===== src/rtl/udp_ctrl_pkg.sv =====
// ---------------------------------------------------------------------------
// udp_ctrl_pkg
// Shared definitions for the UDP loopback controller:
//   - ctrl_state_t : controller FSM state encoding (also the debug encoding)
//   - HDR_BYTES    : IP+UDP header bytes added to the payload length
//   - TX_IDLE      : ipsend tx_state value meaning "idle"
//   - len_ok()     : received-frame length sanity check
// ---------------------------------------------------------------------------
package udp_ctrl_pkg;

   typedef enum logic [1:0] {
      ST_IDLE  = 2'd0,
      ST_START = 2'd1,
      ST_BUSY  = 2'd2,
      ST_GAP   = 2'd3
   } ctrl_state_t;

   localparam int unsigned HDR_BYTES = 28;
   localparam logic [3:0]  TX_IDLE   = 4'd0;

   // Payload must be 1..max_payload and the IP total length must equal
   // payload + header. The sum is 17 bits wide so a payload close to 65535
   // cannot wrap around and falsely match a small total length.
   function automatic logic len_ok(input logic [15:0] data_len,
                                   input logic [15:0] total_len,
                                   input logic [15:0] max_payload,
                                   input logic [15:0] hdr_bytes);
      logic [16:0] sum;
      sum = {1'b0, data_len} + {1'b0, hdr_bytes};
      return (data_len != 16'd0) &&
             (data_len <= max_payload) &&
             ({1'b0, total_len} == sum);
   endfunction

endpackage


===== src/rtl/udp_bank_slot.sv =====
// ---------------------------------------------------------------------------
// udp_bank_slot
// One half of the ping-pong frame RAM bookkeeping: a full flag plus the
// stored data/total lengths of the frame held in that bank.
// Ports:
//   e_rxc, reset_n         : clock, asynchronous active-low reset
//   set                    : store set_*_len and mark the bank full
//   clr                    : mark the bank empty (lengths are kept)
//   set_data_len/total_len : lengths captured on set
//   full                   : bank holds a frame awaiting transmission
//   data_len, total_len    : stored lengths
// ---------------------------------------------------------------------------
module udp_bank_slot
   import udp_ctrl_pkg::*;
(
   input  logic        e_rxc,
   input  logic        reset_n,
   input  logic        set,
   input  logic        clr,
   input  logic [15:0] set_data_len,
   input  logic [15:0] set_total_len,
   output logic        full,
   output logic [15:0] data_len,
   output logic [15:0] total_len
);

   // set and clr never hit the same slot in one cycle (set needs the bank
   // empty, clr needs it full); set is given priority regardless.
   always_ff @(posedge e_rxc or negedge reset_n) begin
      if (!reset_n) begin
         full      <= 1'b0;
         data_len  <= 16'd0;
         total_len <= 16'd0;
      end else if (set) begin
         full      <= 1'b1;
         data_len  <= set_data_len;
         total_len <= set_total_len;
      end else if (clr) begin
         full      <= 1'b0;
      end
   end

endmodule


===== src/rtl/udp_loopback_ctrl.sv =====
// ---------------------------------------------------------------------------
// udp_loopback_ctrl
// Sequences the UDP loopback path: received frames are queued in a two-bank
// ping-pong frame RAM, then handed to ipsend one at a time, in arrival order,
// with an enforced inter-frame gap. RAM writes are gated so a bank awaiting
// transmission is never overwritten.
// Ports:
//   e_rxc, reset_n     : clock, asynchronous active-low reset
//   data_receive       : 1-cycle pulse, frame fully written to RAM
//   rx_data_length     : payload bytes (valid with data_receive)
//   rx_total_length    : IP total length (valid with data_receive)
//   tx_state           : ipsend state (TX_IDLE = idle)
//   wr_bank, rd_bank   : RAM write / read address MSB
//   ram_wr_en          : RAM write gate, ~full[wr_bank]
//   tx_start           : start request to ipsend
//   tx_data_length     : payload length for ipsend
//   tx_total_length    : total length for ipsend
//   drop_cnt           : saturating count of dropped frames
//   ctrl_state         : FSM state (debug)
//
// Start handshake: tx_start is the request (valid) and is held high until
// ipsend acknowledges by leaving TX_IDLE; tx_start drops the cycle after the
// first non-idle tx_state is seen. tx_*_length are stable while tx_start is
// high and hold until the next frame is loaded. If no acknowledge arrives
// within ACK_TIMEOUT cycles the frame is abandoned and counted as a drop.
// ---------------------------------------------------------------------------
module udp_loopback_ctrl
   import udp_ctrl_pkg::*;
#(
   parameter int unsigned MAX_PAYLOAD = 1472,
   parameter int unsigned HDR_BYTES   = udp_ctrl_pkg::HDR_BYTES,
   parameter logic [3:0]  TX_IDLE     = udp_ctrl_pkg::TX_IDLE,
   parameter int unsigned ACK_TIMEOUT = 1024,
   parameter int unsigned MIN_GAP     = 12
)(
   input  logic        e_rxc,
   input  logic        reset_n,
   input  logic        data_receive,
   input  logic [15:0] rx_data_length,
   input  logic [15:0] rx_total_length,
   input  logic [3:0]  tx_state,
   output logic        wr_bank,
   output logic        rd_bank,
   output logic        ram_wr_en,
   output logic        tx_start,
   output logic [15:0] tx_data_length,
   output logic [15:0] tx_total_length,
   output logic [7:0]  drop_cnt,
   output logic [1:0]  ctrl_state
);

   localparam int TO_W  = $clog2(ACK_TIMEOUT + 1);
   localparam int GAP_W = $clog2(MIN_GAP + 1);

   ctrl_state_t state, next_state;

   logic [1:0]  full;
   logic [15:0] slot_data_len  [2];
   logic [15:0] slot_total_len [2];

   logic accept, reject;
   logic load, release_bank, timeout;

   logic [TO_W-1:0]  to_cnt;
   logic [GAP_W-1:0] gap_cnt;

   // ------------------------------------------------------------------
   // Receive side: accept into the current write bank if it is empty and
   // the lengths are sane; otherwise drop and keep wr_bank so the next
   // frame overwrites the same bank.
   // ------------------------------------------------------------------
   assign accept = data_receive && !full[wr_bank] &&
                   len_ok(rx_data_length, rx_total_length,
                          16'(MAX_PAYLOAD), 16'(HDR_BYTES));
   assign reject = data_receive && !accept;

   assign ram_wr_en = ~full[wr_bank];

   udp_bank_slot u_slot0 (
      .e_rxc         (e_rxc),
      .reset_n       (reset_n),
      .set           (accept && (wr_bank == 1'b0)),
      .clr           (release_bank && (rd_bank == 1'b0)),
      .set_data_len  (rx_data_length),
      .set_total_len (rx_total_length),
      .full          (full[0]),
      .data_len      (slot_data_len[0]),
      .total_len     (slot_total_len[0])
   );

   udp_bank_slot u_slot1 (
      .e_rxc         (e_rxc),
      .reset_n       (reset_n),
      .set           (accept && (wr_bank == 1'b1)),
      .clr           (release_bank && (rd_bank == 1'b1)),
      .set_data_len  (rx_data_length),
      .set_total_len (rx_total_length),
      .full          (full[1]),
      .data_len      (slot_data_len[1]),
      .total_len     (slot_total_len[1])
   );

   // ------------------------------------------------------------------
   // Transmit FSM
   // ------------------------------------------------------------------
   always_ff @(posedge e_rxc or negedge reset_n) begin
      if (!reset_n) state <= ST_IDLE;
      else          state <= next_state;
   end

   always_comb begin
      next_state   = state;
      load         = 1'b0;
      release_bank = 1'b0;
      timeout      = 1'b0;
      case (state)
         ST_IDLE: begin
            if (full[rd_bank]) begin
               load       = 1'b1;
               next_state = ST_START;
            end
         end
         ST_START: begin
            // An acknowledge on the last allowed cycle still wins.
            if (tx_state != TX_IDLE) begin
               next_state = ST_BUSY;
            end else if (to_cnt == TO_W'(ACK_TIMEOUT - 1)) begin
               timeout      = 1'b1;
               release_bank = 1'b1;
               next_state   = ST_GAP;
            end
         end
         ST_BUSY: begin
            if (tx_state == TX_IDLE) begin
               release_bank = 1'b1;
               next_state   = ST_GAP;
            end
         end
         ST_GAP: begin
            if (gap_cnt == GAP_W'(MIN_GAP - 1)) next_state = ST_IDLE;
         end
         default: next_state = ST_IDLE;
      endcase
   end

   assign tx_start   = (state == ST_START);
   assign ctrl_state = state;

   // Counters run only while their state persists and restart from 0 on
   // every entry, so START lasts at most ACK_TIMEOUT cycles and GAP exactly
   // MIN_GAP cycles.
   always_ff @(posedge e_rxc or negedge reset_n) begin
      if (!reset_n) begin
         to_cnt  <= '0;
         gap_cnt <= '0;
      end else begin
         to_cnt  <= (state == ST_START && next_state == ST_START) ? to_cnt + 1'b1 : '0;
         gap_cnt <= (state == ST_GAP && next_state == ST_GAP) ? gap_cnt + 1'b1 : '0;
      end
   end

   // ------------------------------------------------------------------
   // Bank pointers, output lengths, drop counter
   // ------------------------------------------------------------------
   logic [1:0] drop_inc;
   logic [8:0] drop_sum;

   assign drop_inc = {1'b0, reject} + {1'b0, timeout};
   assign drop_sum = {1'b0, drop_cnt} + {7'd0, drop_inc};

   always_ff @(posedge e_rxc or negedge reset_n) begin
      if (!reset_n) begin
         wr_bank         <= 1'b0;
         rd_bank         <= 1'b0;
         tx_data_length  <= 16'd0;
         tx_total_length <= 16'd0;
         drop_cnt        <= 8'd0;
      end else begin
         wr_bank <= wr_bank ^ accept;
         rd_bank <= rd_bank ^ release_bank;
         if (load) begin
            tx_data_length  <= rd_bank ? slot_data_len[1]  : slot_data_len[0];
            tx_total_length <= rd_bank ? slot_total_len[1] : slot_total_len[0];
         end
         drop_cnt <= (drop_sum > 9'd255) ? 8'hFF : drop_sum[7:0];
      end
   end

endmodule


===== config.mk =====
export PLATFORM = sky130hd
export DESIGN_NAME = udp_loopback_ctrl
export DESIGN_NICKNAME = d
export VERILOG_FILES = /design/src/rtl/udp_ctrl_pkg.sv /design/src/rtl/udp_bank_slot.sv /design/src/rtl/udp_loopback_ctrl.sv
export SDC_FILE = /design/constraint.sdc
export NUM_CORES = 1
export LEC_CHECK = 0
export CAP_MARGIN = 40
export CELL_PAD_IN_SITES_DETAIL_PLACEMENT = 1
export CELL_PAD_IN_SITES_GLOBAL_PLACEMENT = 1
export CORE_MARGIN = 2
export CORE_UTILIZATION = 45
export DETAILED_ROUTE_END_ITERATION = 7
export DONT_BUFFER_PORTS = 1
export PLACE_DENSITY = 0.73
export SLEW_MARGIN = 20
export SYNTH_ARGS = -nofsm -noshare
export SYNTH_HDL_FRONTEND = slang
export SYNTH_SLANG_ARGS = --single-unit
export TNS_END_PERCENT = 10

===== constraint.sdc =====
create_clock -name e_rxc -period 5 [get_ports e_rxc]
set_input_delay 1 -clock e_rxc [delete_from_list [all_inputs] [get_ports e_rxc]]
set_output_delay 1 -clock e_rxc [all_outputs]
set_load 0.1 [all_outputs]

==> results.rst <==
.. list-table::
   :header-rows: 1

   * - Metric
     - Value
   * - Wire length of the first global-routing pass
     - 24100 um
   * - Effective utilization at floorplan
     - 45.5%
   * - First element of the critical path
     - rx_data_length[2]
   * - Quantity of hold-fixing buffers added after cts
     - 0
   * - Part of the cycle the worst path needs
     - 70.1%
   * - Leak Pwr
     - 3.71 nW
   * - H-tree depth
     - 4
   * - Cell area after synthesis
     - 0.00595 mm2
   * - Final estimated routing congestion in global placement
     - 0.826
   * - Via-per-instance ratio
     - 5.57
   * - Max-slew headroom at the worst pin
     - 39.6%
   * - Time the worst path needs with I/O delays and setup
     - 3.50 ns
   * - Clock Latency Late Sink
     - 0.42 ns
   * - Outcome
     - complete, no violations
   * - Highest fanout seen on the critical path
     - 6
   * - Post-Synthesis Cells
     - 496
   * - Number of nets in the synthesized netlist
     - 549
   * - Antenna violation net count after detailed routing
     - 0
   * - Util after Layout
     - 60.0%
   * - Power, Total
     - 3.09 mW
   * - Post-synthesis async set-or-reset flop share
     - 100%
   * - Die Footprint
     - 0.0142 mm2
   * - Max-slew violation total from the final report
     - 0
   * - Die X
     - 119 um
   * - Final setup slack of the worst path
     - 1.50 ns
   * - Drt initial violations
     - 184
   * - Layout cells sized above 1
     - 26.5%
   * - Endpoint kind of the worst setup timing path
     - flip-flop
   * - Wire length per cell after detailed routing
     - 20.5 um
   * - Buffer count from post-CTS setup fixing
     - 0
   * - Layout filler cell count
     - 1284
   * - Combined area of the multi-input logic cells
     - 0.00267 mm2
   * - Placement Setup Slack
     - 1.04 ns
   * - Data arrival at the endpoint of the critical path
     - 3.79 ns
   * - Cell Pwr Density
     - 394 mW/mm2
   * - Mean instance size in the synthesized netlist
     - 12.0 um2
   * - Max Clk Rate
     - 0.285 GHz
   * - Maximum clock insertion buffer count
     - 2
   * - Count of final setup violators
     - 0
   * - Total Wirelength
     - 15500 um
   * - Clock Pin Slew Worst Setup and Hold Paths
     - 0.05 ns
   * - Via count of the first global-routing pass
     - 4613
   * - Overflow left after global routing
     - 0
   * - Maxcap violations
     - 0
   * - Hold Violations, Final
     - 0
   * - Number of vias after detailed routing
     - 4216
   * - Fraction of the yosys area taken by sequential cells
     - 52.6%
   * - Area growth from synthesis to layout
     - 31.9%
   * - Clock sinks
     - 125
   * - Start of the worst register-to-register path
     - wr_bank
   * - Number of detailed-routing iterations run before antenna repair
     - 4
   * - Worst Tran Pin Value
     - 0.907 ns
   * - Count of pins on the block boundary
     - 85
   * - Number of warnings issued by yosys
     - 0
   * - Worst min-delay path category
     - in2async
   * - Clock tree from TritonCTS
     - built
   * - Gates resized, CTS repair
     - 0
   * - HPWL after DPL
     - 10300 um
   * - Nets
     - 623
   * - Drt drc
     - 0
   * - Class of the most critical setup path
     - in2reg
   * - Area of all sequential standard cells
     - 0.00313 mm2
   * - GRT Util Overall
     - 22.3%
   * - Number of distinct library cells after synthesis
     - 52
   * - Setup repair after global routing missed its margin
     - no
   * - Element type at the critical path start
     - input port
   * - Floorplan Core Area
     - 0.0131 mm2
   * - Number of enable flip-flop cells after synthesis
     - 0
   * - Die Span Y
     - 119 um
   * - Worst clock skew
     - 0.00658 ns
   * - Largest voltage drop on the vdd net
     - 0.429 mV
   * - Largest net degree at the start of global routing
     - 126
   * - Ys flop type
     - sky130_fd_sc_hd__dfrtp_1
   * - Critical path required time
     - 5.29 ns
   * - # port buffers
     - 0
   * - Number of antenna violations at the first check in global routing
     - 0
   * - Number of antenna diodes
     - 0
   * - #FFs+latches synth
     - 125
   * - Root buffer cell
     - sky130_fd_sc_hd__clkbuf_16
   * - Clock buffer count from CTS
     - 17
   * - Setup TNS after final layout
     - 0 ns
   * - Number of cell rows
     - 42
per-stage QoR:
| stage | hold slack, ns | cells | cell area [um2] |
|---|---|---|---|
| 3_3_place_gp | 0.471 | 652 | 6120 |
| 2_1_floorplan | 0.456 | 496 | 5950 |
| 5_1_grt | 0.256 | 757 | 7850 |
| 6_report | 0.274 | 757 | 7850 |
| 4_1_cts | 0.256 | 735 | 7600 |
| 3_5_place_dp | 0.483 | 705 | 7020 |
registers in the layout, summed over array words and instances, names as in the netlist:
signal / flops
tx_data_length: 16
tx_total_length: 16
u_slot0.data_len: 16
u_slot0.total_len: 16
u_slot1.data_len: 16
u_slot1.total_len: 16
to_cnt: 11
drop_cnt: 8
gap_cnt: 4
ctrl_state: 2
rd_bank: 1
u_slot0.full: 1
u_slot1.full: 1
wr_bank: 1
critical path: stages:
cell and delay, ns:
sky130_fd_sc_hd__inv_1 0.02, sky130_fd_sc_hd__ha_1 0.29, sky130_fd_sc_hd__xor2_1 0.15, sky130_fd_sc_hd__nand2_1 0.06, sky130_fd_sc_hd__nor4_1 0.29, sky130_fd_sc_hd__o2111ai_1 0.21, sky130_fd_sc_hd__o41a_1 0.51, sky130_fd_sc_hd__fa_1 0.45
sky130_fd_sc_hd__ha_1 0.23, sky130_fd_sc_hd__and3_1 0.24, sky130_fd_sc_hd__nand3_1 0.22, sky130_fd_sc_hd__o21ai_0 0.12
final cells by class:
class | instances | share of cell area, %
well taps | 176 | 2.81
clock inverters | 7 | 1.12
flip-flops and latches | 125 | 39.9
multi-input cells | 328 | 34.0
clock buffers | 23 | 6.22
inverters | 15 | 0.717
repair buffers | 83 | 15.3
cell usage after synthesis, types with 2 or more instances:
cell type	number	area (um2)
sky130_fd_sc_hd__ha_1	13	163
sky130_fd_sc_hd__and3_1	5	31.3
sky130_fd_sc_hd__mux2_2	64	721
sky130_fd_sc_hd__mux2i_1	37	370
sky130_fd_sc_hd__o21ai_0	35	175
sky130_fd_sc_hd__o311a_1	2	20.0
sky130_fd_sc_hd__buf_1	3	11.3
sky130_fd_sc_hd__a31oi_1	5	31.3
sky130_fd_sc_hd__a21oi_1	4	20.0
sky130_fd_sc_hd__nor4_2	6	75.1
sky130_fd_sc_hd__and4_1	4	35.0
sky130_fd_sc_hd__nand4_1	4	25.0
sky130_fd_sc_hd__xnor2_1	23	201
sky130_fd_sc_hd__nand2b_1	5	31.3
sky130_fd_sc_hd__nor4b_1	2	17.5
sky130_fd_sc_hd__dfrtp_1	125	3130
sky130_fd_sc_hd__inv_1	15	56.3
sky130_fd_sc_hd__nand2_1	46	173
sky130_fd_sc_hd__and2_1	2	12.5
sky130_fd_sc_hd__buf_2	7	35.0
sky130_fd_sc_hd__clkbuf_1	17	63.8
sky130_fd_sc_hd__nand3_1	10	50.1
sky130_fd_sc_hd__xor2_1	10	87.6
sky130_fd_sc_hd__nor2_1	9	33.8
sky130_fd_sc_hd__nor2b_1	2	12.5
sky130_fd_sc_hd__a21o_1	2	15.0
sky130_fd_sc_hd__nor4_1	10	62.6
sky130_fd_sc_hd__nor3_1	5	25.0
report_power, final:
group,internal (mW),total (mW),switching [mW]
registers,1.05,1.11,0.0662
logic,0.310,0.770,0.460
clock network,0.776,1.21,0.432
total,2.13,3.09,0.958
worst paths after layout:
check	endpoint	slack, ns	cells after the start
hold / removal	u_slot1.data_len[4]	0.27	0
setup reg to reg	drop_cnt[3]	1.52	11
min in group e_rxc	gap_cnt[0]	0.49	1
hold reg to reg	gap_cnt[0]	0.49	1
max in group asynchronous	u_slot0.total_len[9]	4.46	0
setup / recovery	drop_cnt[3]	1.50	12
logic make-up after synthesis:
logic type / share of synthesized area (%)
buf+inv: 2.99
fa+ha+maj: 3.07
mux: 18.3
xor+xnor: 4.86
compound gates: 6.69
flops: 52.6
simple gates: 11.5
cell usage in the layout, fill, tap and decap left out, types with 4 or more instances in the layout:
| master | instances |
|---|---|
| sky130_fd_sc_hd__dfrtp_1 | 124 |
| sky130_fd_sc_hd__mux2_2 | 64 |
| sky130_fd_sc_hd__nand2_1 | 46 |
| sky130_fd_sc_hd__mux2i_1 | 36 |
| sky130_fd_sc_hd__o21ai_0 | 35 |
| sky130_fd_sc_hd__buf_16 | 32 |
| sky130_fd_sc_hd__xnor2_1 | 23 |
| sky130_fd_sc_hd__buf_1 | 23 |
| sky130_fd_sc_hd__clkbuf_16 | 20 |
| sky130_fd_sc_hd__clkbuf_1 | 16 |
| sky130_fd_sc_hd__inv_1 | 15 |
| sky130_fd_sc_hd__ha_1 | 13 |
| sky130_fd_sc_hd__nand3_1 | 10 |
| sky130_fd_sc_hd__nor4_1 | 10 |
| sky130_fd_sc_hd__xor2_1 | 10 |
| sky130_fd_sc_hd__nor2_1 | 9 |
| sky130_fd_sc_hd__buf_4 | 8 |
| sky130_fd_sc_hd__nor4_2 | 6 |
| sky130_fd_sc_hd__a31oi_1 | 5 |
| sky130_fd_sc_hd__and3_1 | 5 |
| sky130_fd_sc_hd__nor3_1 | 5 |
| sky130_fd_sc_hd__a21oi_1 | 4 |
| sky130_fd_sc_hd__nand2b_1 | 4 |
| sky130_fd_sc_hd__nand4_1 | 4 |
| sky130_fd_sc_hd__and4_1 | 4 |
| sky130_fd_sc_hd__clkbuf_8 | 4 |
| sky130_fd_sc_hd__clkinv_2 | 4 |
metal layers:
| layer | up-vias | GRT usage, % | wire (um) |
|---|---|---|---|
| li1 | 1917 | - | - |
| met1 | 2170 | 25.2 | 6240 |
| met2 | 97 | 37.8 | 8060 |
| met3 | 32 | 7.38 | 829 |
| met4 | 0 | 10.6 | 372 |
| met5 | - | 0 | 0 |
(Power assumes the default switching activity.)
